===== src/rtl/move_timer_pkg.sv =====
// Shared definitions for the move timer: drainer state encoding, default
// counter width and drop-counter width.
package move_timer_pkg;

    localparam int CNT_W_DEF = 32;
    localparam int DROP_W    = 8;

    // Drainer sequencing toward the printer handshake.
    typedef enum logic [1:0] {
        ST_IDLE    = 2'd0,  // waiting for a queued result
        ST_ISSUE   = 2'd1,  // tx_start pulse
        ST_WAIT_HI = 2'd2,  // waiting for printer to raise busy
        ST_WAIT_LO = 2'd3   // waiting for printer to finish
    } drain_state_t;

endpackage


===== src/rtl/meas_fifo.sv =====
// Synchronous result FIFO, DEPTH x W, with simultaneous push/pop.
// Ports:
//   clk, rst_n       clock, asynchronous active-low reset
//   push, push_data  write request (ignored when full unless popping)
//   pop              read request (ignored when empty)
//   head             oldest entry, valid when !empty
//   full, empty      occupancy flags
//   level            number of stored entries
module meas_fifo #(
    parameter int W     = 32,
    parameter int DEPTH = 4
) (
    input  logic                     clk,
    input  logic                     rst_n,
    input  logic                     push,
    input  logic [W-1:0]             push_data,
    input  logic                     pop,
    output logic [W-1:0]             head,
    output logic                     full,
    output logic                     empty,
    output logic [$clog2(DEPTH):0]   level
);
    localparam int AW = $clog2(DEPTH);

    logic [W-1:0]  mem [DEPTH];
    logic [AW-1:0] wr_ptr, rd_ptr;
    logic          do_push, do_pop;

    assign full    = (level == (AW+1)'(DEPTH));
    assign empty   = (level == '0);
    assign head    = mem[rd_ptr];
    assign do_pop  = pop && !empty;
    // A full FIFO still takes the write when a read frees a slot this cycle.
    assign do_push = push && (!full || do_pop);

    always_ff @(posedge clk or negedge rst_n) begin
        if (!rst_n) begin
            wr_ptr <= '0;
            rd_ptr <= '0;
            level  <= '0;
        end else begin
            if (do_push) wr_ptr <= wr_ptr + 1'b1;
            if (do_pop)  rd_ptr <= rd_ptr + 1'b1;
            level <= level + (AW+1)'(do_push) - (AW+1)'(do_pop);
        end
    end

    // Storage needs no reset; pointers define validity.
    always_ff @(posedge clk) begin
        if (do_push) mem[wr_ptr] <= push_data;
    end

endmodule


===== src/rtl/move_timer.sv =====
// Cycle stopwatch feeding the hex/RS232 time printer. Measures cycles from
// meas_start to meas_stop, queues results, and hands them one at a time to
// the printer via its start/busy handshake.
// Ports:
//   clk, RST     clock, asynchronous active-low reset
//   meas_start   pulse: begin/restart a measurement
//   meas_stop    pulse: end the running measurement (push result)
//   tx_busy      printer busy
//   tx_start     one-cycle pulse to printer start
//   time_cnt     value for the printer, held until the next pop
//   running      measurement in progress
//   q_level      queued results
//   drop_cnt     results lost to a full queue (saturating)
module move_timer
    import move_timer_pkg::*;
#(
    parameter int CNT_W = CNT_W_DEF,
    parameter int DEPTH = 4
) (
    input  logic                   clk,
    input  logic                   RST,
    input  logic                   meas_start,
    input  logic                   meas_stop,
    input  logic                   tx_busy,
    output logic                   tx_start,
    output logic [CNT_W-1:0]       time_cnt,
    output logic                   running,
    output logic [$clog2(DEPTH):0] q_level,
    output logic [DROP_W-1:0]      drop_cnt
);
    logic [CNT_W-1:0] cnt, head;
    logic             stop_ok, pop, full, empty, drop;
    drain_state_t     state, state_nxt;

    assign stop_ok = meas_stop && running;
    assign pop     = (state == ST_IDLE) && !empty;
    assign drop    = stop_ok && full && !pop;

    // Counter reads 1 the cycle after start, so at a stop N cycles after
    // start it holds N. A start coincident with a stop still pushes cnt
    // (the FIFO samples it this edge) before the restart reloads it.
    always_ff @(posedge clk or negedge RST) begin
        if (!RST) begin
            cnt     <= '0;
            running <= 1'b0;
        end else if (meas_start) begin
            cnt     <= CNT_W'(1);
            running <= 1'b1;
        end else if (stop_ok) begin
            running <= 1'b0;
        end else if (running && cnt != '1) begin
            cnt <= cnt + 1'b1;
        end
    end

    meas_fifo #(.W(CNT_W), .DEPTH(DEPTH)) u_fifo (
        .clk       (clk),
        .rst_n     (RST),
        .push      (stop_ok),
        .push_data (cnt),
        .pop       (pop),
        .head      (head),
        .full      (full),
        .empty     (empty),
        .level     (q_level)
    );

    always_ff @(posedge clk or negedge RST) begin
        if (!RST) begin
            state    <= ST_IDLE;
            time_cnt <= '0;
            drop_cnt <= '0;
        end else begin
            state <= state_nxt;
            if (pop) time_cnt <= head;
            if (drop && drop_cnt != '1) drop_cnt <= drop_cnt + 1'b1;
        end
    end

    always_comb begin
        state_nxt = state;
        tx_start  = 1'b0;
        case (state)
            ST_IDLE:    if (!empty) state_nxt = ST_ISSUE;
            ST_ISSUE: begin
                tx_start  = 1'b1;
                state_nxt = ST_WAIT_HI;
            end
            ST_WAIT_HI: if (tx_busy)  state_nxt = ST_WAIT_LO;
            ST_WAIT_LO: if (!tx_busy) state_nxt = ST_IDLE;
            default:    state_nxt = ST_IDLE;
        endcase
    end

endmodule


===== config.mk =====
export PLATFORM = sky130hd
export DESIGN_NAME = move_timer
export DESIGN_NICKNAME = d
export VERILOG_FILES = /design/src/rtl/move_timer_pkg.sv /design/src/rtl/meas_fifo.sv /design/src/rtl/move_timer.sv
export SDC_FILE = /design/constraint.sdc
export NUM_CORES = 1
export LEC_CHECK = 0
export ABC_AREA = 1
export CAP_MARGIN = 10
export CORE_ASPECT_RATIO = 0.9
export CORE_MARGIN = 8
export CORE_UTILIZATION = 40
export CTS_CLUSTER_DIAMETER = 120
export CTS_CLUSTER_SIZE = 30
export DETAILED_ROUTE_END_ITERATION = 12
export PLACE_DENSITY = 0.68
export SLEW_MARGIN = 0
export SYNTH_ARGS = -nofsm -noshare
export SYNTH_HDL_FRONTEND = slang
export SYNTH_HIERARCHICAL = 1
export SYNTH_SLANG_ARGS = --single-unit

===== constraint.sdc =====
create_clock -name clk -period 6.25 [get_ports clk]
set_input_delay 0.625 -clock clk [delete_from_list [all_inputs] [get_ports clk]]
set_output_delay 0.625 -clock clk [all_outputs]
set_load 0.1 [all_outputs]

# Word level (Yosys, flattened, before mapping)
# Memories as Yosys holds them, arrays and structs flattened. A register that Yosys moved wholly into a read port is not among the register bits.
# Cells that the tools add are included.
# Widths: inputs -> output; s select.
# word_totals
regBits	50
ramBits	128
mem_count	1
# memory_table
memory	words	word_bits	read_ports	rd_ports_with_merged_regs	wr	line	rtl
u_fifo.mem	4	32	1	1	1	meas_fifo.sv:25	logic [W-1:0] mem [DEPTH];
# op_classes
add_sub_neg	6
eq_ne	10
n_mux	12
n_reduce_logical	19
# op_table
operator	n
$mux 32	3
$add 32x1->32 const B	1
$ne 32x32->1 const B	1
$add 8x1->8 const B	1
$logic_and 1x1->1	8
$ne 2x2->1 const B	4
$ne 8x8->1 const B	1
$pmux 2 s4	1
$mux 2	3
$mux 1	5
$add 2x1->2 const B	2
$eq 2x2->1 const B	2
$logic_not 1->1	4
$reduce_bool 2->1	2
$add 3x1->3	1
$eq 3x3->1 const B	1
$logic_not 3->1	1
$reduce_and 3->1	1
$sub 3x1->3	1
$eq 2x1->1 const B	1
$logic_not 2->1	1
$reduce_and 2->1	1
$logic_or 1x1->1	1

# Longest topological paths before layout
# depth
word_depth	8
depth_mapped	12
mapped_depth_nobuf	11

# By module
# The synthesis kept the hierarchy.
# by_module_without_submodules
module	instances	cells_per_inst	area_each_um2	seq_area_each_um2
meas_fifo	1	398	5262.5	4018.9
move_timer	1	547	4177.8	1876.8

# Least setup slack after synthesis
# OpenSTA, ideal clock, no wires.
# synth_timing
kind	flip-flop to flip-flop
from	register u_fifo.level[1]
to	memory u_fifo.mem[0][0] (enable)
setup_ns	0.421
arrival_ns	3.713
path_slack_ns	2.116
path_stages_with_launch	10
path_buffers	1
synth_period_minus_slack_ns	4.134
cell_sequence	dfrtp_1 nor2_1 nand2_1 inv_1 nor2_1 clkbuf_1 inv_1 nand3_1 nand2_1 nor2_1
# synth_between
elab_chain_len	8
elab_cells_between_ends	10
cone_classes	eq/ne: 1; mux: 2; reduce/logical: 7
# synth_rtl
element	line	rtl
from (decl)	meas_fifo.sv:21	output logic [$clog2(DEPTH):0] level
from (signal assigned)	meas_fifo.sv:44	level <= level + (AW+1)'(do_push) - (AW+1)'(do_pop);
$logic_not 3->1	meas_fifo.sv:30	assign empty = (level == '0);
via empty	move_timer.sv:32	logic stop_ok, pop, full, empty, drop;
$logic_not 1->1	move_timer.sv:36	assign pop = (state == ST_IDLE) && !empty;
$logic_and 1x1->1	move_timer.sv:36	
via pop	move_timer.sv:32	
$logic_and 1x1->1	meas_fifo.sv:32	assign do_pop = pop && !empty;
$logic_or 1x1->1	meas_fifo.sv:34	assign do_push = push && (!full || do_pop);
$logic_and 1x1->1	meas_fifo.sv:34	
$mux 1	meas_fifo.sv:50	if (do_push) mem[wr_ptr] <= push_data;
$mux 1 (implied by the code)	meas_fifo.sv:50	
to (decl)	meas_fifo.sv:25	
# The timed path passes the listed nets, and every way through them passes these cells.

# Worst setup path after layout
# layout_timing
from	register state[1]
to	output tx_start
# layout_between
elab_chain_len	2
# layout_rtl
element	line	rtl
from (decl)	move_timer.sv:33	drain_state_t state, state_nxt;
from (signal assigned)	move_timer.sv:74	state <= state_nxt;
$eq 2x1->1	move_timer.sv:83	case (state)
$mux 1	move_timer.sv:83	
to (decl)	move_timer.sv:25	output logic tx_start,
# Every way passes these cells.

==> results.md <==
- Drt initial violations: around 430
- Fraction of synthesized cell area in xor and xnor cells: under 10%
- Compound-cell area share of the yosys netlist: slightly below 8%
- Global-route wire length before repair: 30.53 mm
- Sequence of cells on the critical path: inv_1 > ha_1 > clkdlybuf4s50_1
- Distinct cell type count of the synthesized netlist: 36
- Share of Yosys cell area claimed by the top area cell type: roughly 41%
- Sequential cell area: slightly below 6000 um2
- Part of the total power dissipated in the clock network: between 10% and 20%
- Synthesis-stage register bit count: 210
- Worst max-slew margin expressed relative to the limit: 26.49%
- HPWL after detailed placement: around 12 mm
- Minimum setup slack among reg-to-reg paths: between 3 and 4 ns
- CTS tree: done
- Gate count of the mapped netlist: between 900 and 1k
- Share of cells above drive strength 1: 8.130%
- Dominant delay contributor by cell family on the critical path: buffers and inverters
- Setup repair after global routing missed its margin: no
- Number of port buffers: just under 50
- Maximum root-to-sink buffer count: 3
- Total nets after synthesis: ~960
- Total Routed Length: 18.76 mm
- Placed cell count: 1270
- Floorplan core area: around 23000 um2
- Launch instance of the worst register-to-register path: u_fifo/level[1]$_DFF_PN0_
- Final worst path period need: between 2 and 3 ns
- Post-Syn Area: 9440 um2
- Data required time at the worst endpoint: 5.62 ns
- Result of the run: completed
- Per-cell via count in the routed design: 4.863
- Simple-gate portion of the synthesized area: between 20 and 25%
- Crit path buffers/inverters: 2
- Std cell rows: between 50 and 60
- Router iterations before antenna repair: 5
- Maximum fanout along the worst path: 4
- Maximum ir drop on the vdd rail: around 550 uV
- Psw: approximately 2.3 mW
- Area added between synthesis and finish: 10.48%
- Avg Inst Size Synth: 9.990 um2
- Portion of total power attributed to sequential cells: 38.5%
- Yosys warning count: 6
- Num Clock Sinks: 210
- Slew of the pin with the lowest slew margin: approximately 1.1 ns
- Kind of path behind the tightest hold check: input pin to asynchronous set/reset pin
- Proportion of synthesized chip area in sequential cells: between 60% and 70%
- Die boundary height: 161.7 um
- Power Internal: ~2.6 mW
- Max incr delay on CP: 1.13 ns
- Area of all placed cells without fillers: 10430 um2
- Final clock period utilization by the worst path: a little under half
- Antenna violations before repair: 0
- Final TNS setup: 0 ns
- Post-CTS Repair Setup Buffers: 0
- Antenna cell count: 0
- Power density over the cells: about 460 nW/um2
- Setup crit end kind: output pin
- Chip Width: about 180 um
- Number of cells upsized or downsized after cts: 0
- Number of levels the H-tree was split into: 1
- Max Fclk: between 300 and 400 MHz
- Multi-input gate area: 3120 um2
- Vias after detailed routing: roughly 6.3k
- Total of endpoints with negative setup slack in the final report: 0
- RD Place Congestion: 0.8187
- Most frequent standard cell in the layout excluding fill and tap cells: sky130_fd_sc_hd__nand2_1
- Worst skew pair latency: approximately 0.47 ns
- Routed wire per std cell: 14.59 um
- Final max-slew violation count: 0
- Cell with the biggest individual delay on the critical path: sky130_fd_sc_hd__clkdlybuf4s50_1
- Number of standard cells in the layout, taps in and fillers out: around 1.3k
- Portion of netlist area occupied by mux cells: 0%
- Cell type with the highest aggregate area in the netlist: sky130_fd_sc_hd__edfxtp_1
- End of the critical path: tx_start
- Total of hold buffers inserted after clock tree synthesis: 0
- Starting density of the core: 40.56%
- Max Cap Viol: 0
- Endpoints failing hold: 0
- # DRC: 0
- Endpoint of the most critical register-to-register path: u_fifo/mem[3][10]$_DFFE_PP_
- Number of nets in the finished design: between 900 and 1k
- Start-to-end type of the worst setup path: flop to output pin
- Static Leak: between 4 and 5 nW
- Leading cell types in the layout, fill and taps excluded: sky130_fd_sc_hd__nand2_1, sky130_fd_sc_hd__nor2_1, sky130_fd_sc_hd__edfxtp_1
- Instance count on the critical path: 3
- Post-detailed-route count of antenna-violating nets: 0
- Area of the die: 28780 um2
- Clk pin slew, worst setup/hold paths: roughly 0.11 ns
- Area after detailed placement: just over 10000 um2
- Clock tree skew after final layout: about 0.022 ns
- Global route total overflow: 0
- Reg2Reg Depth: 10
- Largest family of logic cells by synthesized area: simple AND/OR/NAND/NOR gates
- Hold_ws: between 0.15 and 0.2 ns
- Total CTS buffers: 10
- Cell types with the largest area share after synthesis: sky130_fd_sc_hd__edfxtp_1, sky130_fd_sc_hd__dfrtp_1, sky130_fd_sc_hd__nand2_1, sky130_fd_sc_hd__nor2_1, sky130_fd_sc_hd__o21ai_1
- Via count of the first global-routing pass: roughly 6k
- Adder-Cell Fraction of Synth Area: around 1.8%
- CTS root buffer: sky130_fd_sc_hd__clkbuf_16
- Net Sw Frac: between 40% and 50%
- Total track usage: roughly an eighth
- Data arrival time of the critical path: approximately 2.3 ns
- Logic gate share of total power: between 40% and 50%
- Worst setup startpoint: state[1]$_DFFE_PN0P_
- Startpoint type of the worst setup path: flop
- Largest net degree at the start of global routing: about 70
- Pwr Total: between 4 and 5 mW
- Layout fillers: around 2.1k
- Number of ports placed on the die boundary: 50
cells by family after synthesis:
family                     count (synthesis)
xor gates and xnor gates                  14
DFF                                      210
adders and majority gates                 13
buffers and inverters                     85
AOI/OAI and AO/OA                        130
and+or+nand+nor                          493
registers in the layout, indices dropped and copies added, names as in the netlist:
register and cells:
drop_cnt 8, u_fifo/level 3, state 2, u_fifo/mem 128, u_fifo/rd_ptr 2, running 1
cnt 32, time_cnt 32, u_fifo/wr_ptr 2
cells in the mapped netlist (all sizes together):
library cell	count
inv	50
nand3b	10
ha	12
edfxtp	128
nor3	2
a21oi	2
xor2	8
o21ai	125
or2	4
clkbuf	10
o21bai	1
o211ai	2
clkinv	2
nor2	151
nand2	294
nand3	26
dfrtp	82
xnor2	6
fa	1
nand4	6
buf	23
power by group through the flow:
stage	Sequential (mW)	Clock, mW	Combinational [mW]
floorplan	2.78	0	0.871
global placement	1.89	0	2.24
detailed placement	1.89	0	2.27
CTS	1.86	0.758	2.27
global route	1.89	0.800	2.43
finish	1.86	0.733	2.24
metal layers:
layer	global-route usage, %	part of all wire [%]	wire (um)
met5	0	0	0
met4	2.196	1.0	189
met3	1.648	4.5	836
met2	21.04	46	8674
met1	18.44	48	9058
cell type report:
class / instances / share of cell area, %
Clock buffer: 16 / 2.819
Sequential cell: 210 / 56.54
Multi-Input combinational cell: 650 / 29.92
Timing Repair Buffer: 56 / 5.182
Tap cell: 302 / 3.623
Inverter: 52 / 1.919
metrics by stage:
step                      worst slack, ns  utilization, %
after floorplan                     2.116               -
after global placement              3.382           43.55
after detailed placement            3.352           43.55
after CTS                           3.285           44.81
after global routing                3.077           44.81
final                               3.305           44.81
worst min path at each step:
stage,start,endpoint,cells past startpoint
floorplan,RST,cnt[0]$_DFFE_PN0P_,0
global route,RST,time_cnt[6]$_DFFE_PN0N_,1
finish,RST,time_cnt[6]$_DFFE_PN0N_,1
CTS,RST,cnt[12]$_DFFE_PN0P_,1
global placement,time_cnt[18]$_DFFE_PN0N_,time_cnt[18]$_DFFE_PN0N_,2
detailed placement,time_cnt[11]$_DFFE_PN0N_,time_cnt[11]$_DFFE_PN0N_,2
(Power assumes the default switching activity.)
==> edit 1, RTL diff (same settings) <==
Encoding of `drain_state_t`: now Gray code (2 bits for 4 states).
--- a/src/rtl/move_timer_pkg.sv
+++ b/src/rtl/move_timer_pkg.sv
@@ -8,8 +8,8 @@
     // Drainer sequencing toward the printer handshake.
     typedef enum logic [1:0] {
-        ST_IDLE    = 2'd0,  // waiting for a queued result
-        ST_ISSUE   = 2'd1,  // tx_start pulse
-        ST_WAIT_HI = 2'd2,  // waiting for printer to raise busy
-        ST_WAIT_LO = 2'd3   // waiting for printer to finish
+        ST_IDLE    = 2'b00,  // waiting for a queued result
+        ST_ISSUE   = 2'b01,  // tx_start pulse
+        ST_WAIT_HI = 2'b11,  // waiting for printer to raise busy
+        ST_WAIT_LO = 2'b10   // waiting for printer to finish
     } drain_state_t;
 
Check against the original RTL: no difference found for any inputs over 4 cycles, from zero or initial values and one cycle with RST low; so few cycles prove little.
==> edit 1 against the original RTL <==
- wire length down 1.4%
- maximum frequency up 5.7%
- worst setup slack better by 0.16 ns
- global-route usage up 0.33 points
- sequential cell count unchanged
- synthesized area down 2.7%
- power down 4.0%
- clock skew down 0.0026 ns
- hold slack worse by 0.0096 ns
- cell area down 2.1%
- critical path type unchanged
- critical endpoint unchanged
- largest cell class unchanged
- largest power group unchanged
==> edit 1: results (changes against the original RTL) <==
library cells used by synthesis=30 (was 36); placed cell count=1259 (was 1270); status=completed (unchanged); area of the multi-input gates=2910 sq um (was 3120 sq um); Synth Area in Adders=1.17% (was 1.80%); Seq cells=210 (unchanged); Max VDD drop=381 uV (was 548 uV); met1 Use GR=18.4% (about the same); count of multi-input combinational gates=644 (was 650); Vias/cell=4.96 (was 4.86); synth top area cells=edfxtp_1, dfrtp_1, nand2_1, nor2_1, o21ai_1 (unchanged); Net Count, Synth=952 (was 963); top cells by count, synth=nand2_1, nor2_1, edfxtp_1 (unchanged); M3 GR Usage=2.33% (was 1.65%); buffers outside the clock class=57 (was 56); clk tree area frac=2.88% (was 2.82%); GRT met2 Usage=21.6% (was 21.0%); Area Growth Syn to Fin=11.2% (was 10.5%); Worst Path Max Fanout=3 (was 4); Global Route Usage Sum=13.3% (was 12.9%); slew margin rel.=26.3% (was 26.5%); wire length on met1=8790 um (was 9060 um); Mapped Cells=939 (was 945); r2r setup slk=3.70 ns (was 3.36 ns); initial antenna violation count=0 (unchanged); # nets final=987 (was 998); metal3 WL=1140 um (was 836 um); wire per inst=14.5 um (was 14.6 um); Seq/Total Area, Yosys=64.2% (was 62.5%); inverters=51 (was 52); wire length on met2=8350 um (was 8670 um); via count=6325 (was 6254); standby leakage power=4.13 nW (was 4.27 nW); largest net degree at the start of global routing=68 (unchanged); Starting DRT DRC Count=465 (was 429); FF-to-FF End=u_fifo/mem[0][16] (was u_fifo/mem[3][10]); # fillers=2122 (was 2132); crit path DAT=2.16 ns (was 2.32 ns); first-pass GRT wire length=31400 um (was 30500 um); largest delay contributor family on the critical path=buffers and inverters (unchanged); mux contribution to synthesized area=0% (unchanged); DP Wirelength=12000 um (about the same); gpl congestion=0.871 (was 0.819); XOR/XNOR share of the synthesized area=1.53% (was 1.30%); Fin Clk Skew=0.0197 ns (was 0.0223 ns)
## edit 1: cell types whose count changed after synthesis, sizes merged, moves of 3 or more
cell | unedited run | this run
nor2 | 151 | 167
clkbuf | 10 | 13
ha | 12 | 7
nand3b | 10 | 4
o21ai | 125 | 101
nand4 | 6 | 24
nand2 | 294 | 286
nand3 | 26 | 29
## edit 1: worst max-delay path by stage
| stage | startpoint | end | slack, ns | cells after the start |
|---|---|---|---|---|
| after floorplan | u_fifo/level[1] | u_fifo/mem[0][0] | 2.13 | 9 |
| after global placement | meas_start | cnt[0] | 3.58 | 5 |
| after detailed placement | meas_start | cnt[0] | 3.52 | 5 |
| after CTS | state[0] | tx_start | 3.45 | 3 |
| after global routing | state[0] | tx_start | 3.40 | 3 |
| final | state[0] | tx_start | 3.46 | 3 |
## edit 1: worst reg2reg max path, cell delays in order (launching register included)
cell     delay [ns]
dfrtp_1        0.44
nor2_1         0.10
nand2_1        0.12
inv_1          0.09
nor3_4         0.10
buf_4          0.37
inv_1          0.08
nand3_1        0.13
nand2_1        0.19
nor2_2         0.12
buf_4          0.45
## edit 1: cell families after synthesis
family	after synthesis
DFF	210
xor gates and xnor gates	16
and+or+nand+nor	515
adders and majority gates	8
AOI/OAI and AO/OA	105
buffers and inverters	85
## edit 1: metrics by stage
step	hold WS, ns	worst slack [ns]	utilization, %	area [sq um]	power, mW
3_5_place_dp	0.457	3.52	44.1	9920	3.96
2_1_floorplan	0.329	2.13	-	9180	3.50
5_1_grt	0.178	3.40	45.4	10200	4.92
3_3_place_gp	0.456	3.58	44.1	9920	3.92
6_report	0.150	3.46	45.4	10200	4.64
4_1_cts	0.167	3.45	45.4	10200	4.69
## edit 1: where the power goes
part	total [mW]	switching (mW)	internal [mW]
sequential	1.87	0.130	1.74
clock	0.728	0.399	0.329
combinational	2.04	1.57	0.472
==> edit 2, RTL diff (same flow settings) <==
Made on the original files. Set the package constant `DROP_W` to 12 (it was 8).
--- a/src/rtl/move_timer_pkg.sv
+++ b/src/rtl/move_timer_pkg.sv
@@ -4,5 +4,5 @@
 
     localparam int CNT_W_DEF = 32;
-    localparam int DROP_W    = 8;
+    localparam int DROP_W    = 12;
 
     // Drainer sequencing toward the printer handshake.
Ports: changed (resized drop_cnt); port bits go from 50 to 54. The function was not compared with the original's and may differ.
==> edit 2 against the original RTL <==
- worst setup slack worse by 0.051 ns
- sequential cell count rose by 4
- maximum frequency is 1.7% lower
- synthesized area increased by 1.4%
- power is 2.2% higher
- wire length increased by 6.8%
- sequential share of layout area is 0.37 points lower
- clock power is 5.9% higher
- largest power group unchanged
- largest cell class unchanged
- highest routed layer unchanged
- cell area rose by 2.4%
==> edit 2: results (changes against the original RTL) <==
Area Growth Syn to Fin=11.5% (was 10.5%); Switching Fraction=46.9% (was 46.6%); Seq/Total Area, Yosys=62.6% (was 62.5%); DP Wirelength=13000 um (was 12000 um); gpl congestion=0.910 (was 0.819); vias in the first global route=6426 (was 5913); Buffers on Ports=53 (was 49); via count=6726 (was 6254); CP peak stage delay=0.54 ns (was 1.13 ns); Max VDD drop=342 uV (was 548 uV); # fillers=2195 (was 2132); Post-synth ARST share=40.2% (was 39.0%); DP Area=10400 sq um (was 10100 sq um); inverters=59 (was 52); Worst Path Max Fanout=38 (was 4); layout cells sized above 1=4.81% (was 8.13%); slew margin rel.=25.6% (was 26.5%); slowest cell on the critical path=nor2_2 (was clkdlybuf4s50_1); Vias/cell=5.02 (was 4.86); buffering overhead=5.44% (was 5.18%); buffers outside the clock class=60 (was 56); top cells by count, synth=nand2_1, nor2_1, edfxtp_1 (unchanged); placed cell count=1324 (was 1270); Synth Area in Compound Gates=5.87% (was 7.81%); flops & latches, synth=214 (was 210); clk tree area frac=3.04% (was 2.82%); fraction of area in multi-input gates=29.6% (was 29.9%); Synth Area in Adders=1.78% (was 1.80%); final wirelength=20000 um (was 18800 um); crit path DAT=3.14 ns (was 2.32 ns); Global Route Usage Sum=14.0% (was 12.9%); # nets final=1053 (was 998); synth top area cells=edfxtp_1, dfrtp_1, nand2_1, nor2_1, o21ai_1 (unchanged); status=completed (unchanged); Starting DRT DRC Count=490 (was 429); dpl ws=3.22 ns (was 3.35 ns); standby leakage power=4.46 nW (was 4.27 nW); Fin Clk Skew=0.0471 ns (was 0.0223 ns); Net Count, Synth=1014 (was 963)
## edit 2: cell count changes after synthesis, moves of 3 or more
cell / delta
nor2_1: +23
nand2_1: +24
o21ai_0: -3
nand3b_1: -5
nand2_2: -10
nand4_1: +17
inv_1: +7
o21ai_2: -21
nand2_4: +3
nor3_1: +3
nand3_1: +6
clkbuf_1: +4
o21ai_1: +3
dfrtp_1: +4
## edit 2: final timing paths
kind	start	to	slack (ns)	cells after the start
setup / recovery	state[1]	u_fifo/mem[3][10]	3.25	10
hold / removal	RST	time_cnt[25]	0.18	1
setup reg to reg	state[1]	u_fifo/mem[3][10]	3.25	10
hold reg to reg	time_cnt[12]	time_cnt[12]	0.48	2
max in group asynchronous	RST	u_fifo/rd_ptr[0]	5.08	2
min in group clk	time_cnt[12]	time_cnt[12]	0.48	2
## edit 2: worst max-delay path, delay by kind of cell (launching register included)
kind / cells / cell delay (ns)
buffers and inverters: 5 / 1.06
and+or+nand+nor: 4 / 0.96
DFF: 1 / 0.42
adders and majority gates: 1 / 0.18
## edit 2: power groups by stage
stage | clock, mW | sequential, mW | combinational (mW)
after global placement | 0 | 1.91 | 2.28
after global routing | 0.846 | 1.92 | 2.47
after detailed placement | 0 | 1.92 | 2.30
after CTS | 0.805 | 1.89 | 2.31
after floorplan | 0 | 2.83 | 0.871
final | 0.776 | 1.89 | 2.28
## edit 2: metal layers
layer,GRT usage [%],up-vias,part of all wire (%)
li1,-,3343,-
met1,20.3,3204,48
met2,22.1,162,44
met3,1.83,17,6.3
met4,2.68,0,1.1
met5,0,-,0
## edit 2: cell families after synthesis
| kind of cell | after synthesis |
|---|---|
| and+or+nand+nor | 551 |
| DFF | 214 |
| AOI/OAI and AO/OA | 110 |
| buffers and inverters | 93 |
| xor gates and xnor gates | 15 |
| adders and majority gates | 13 |
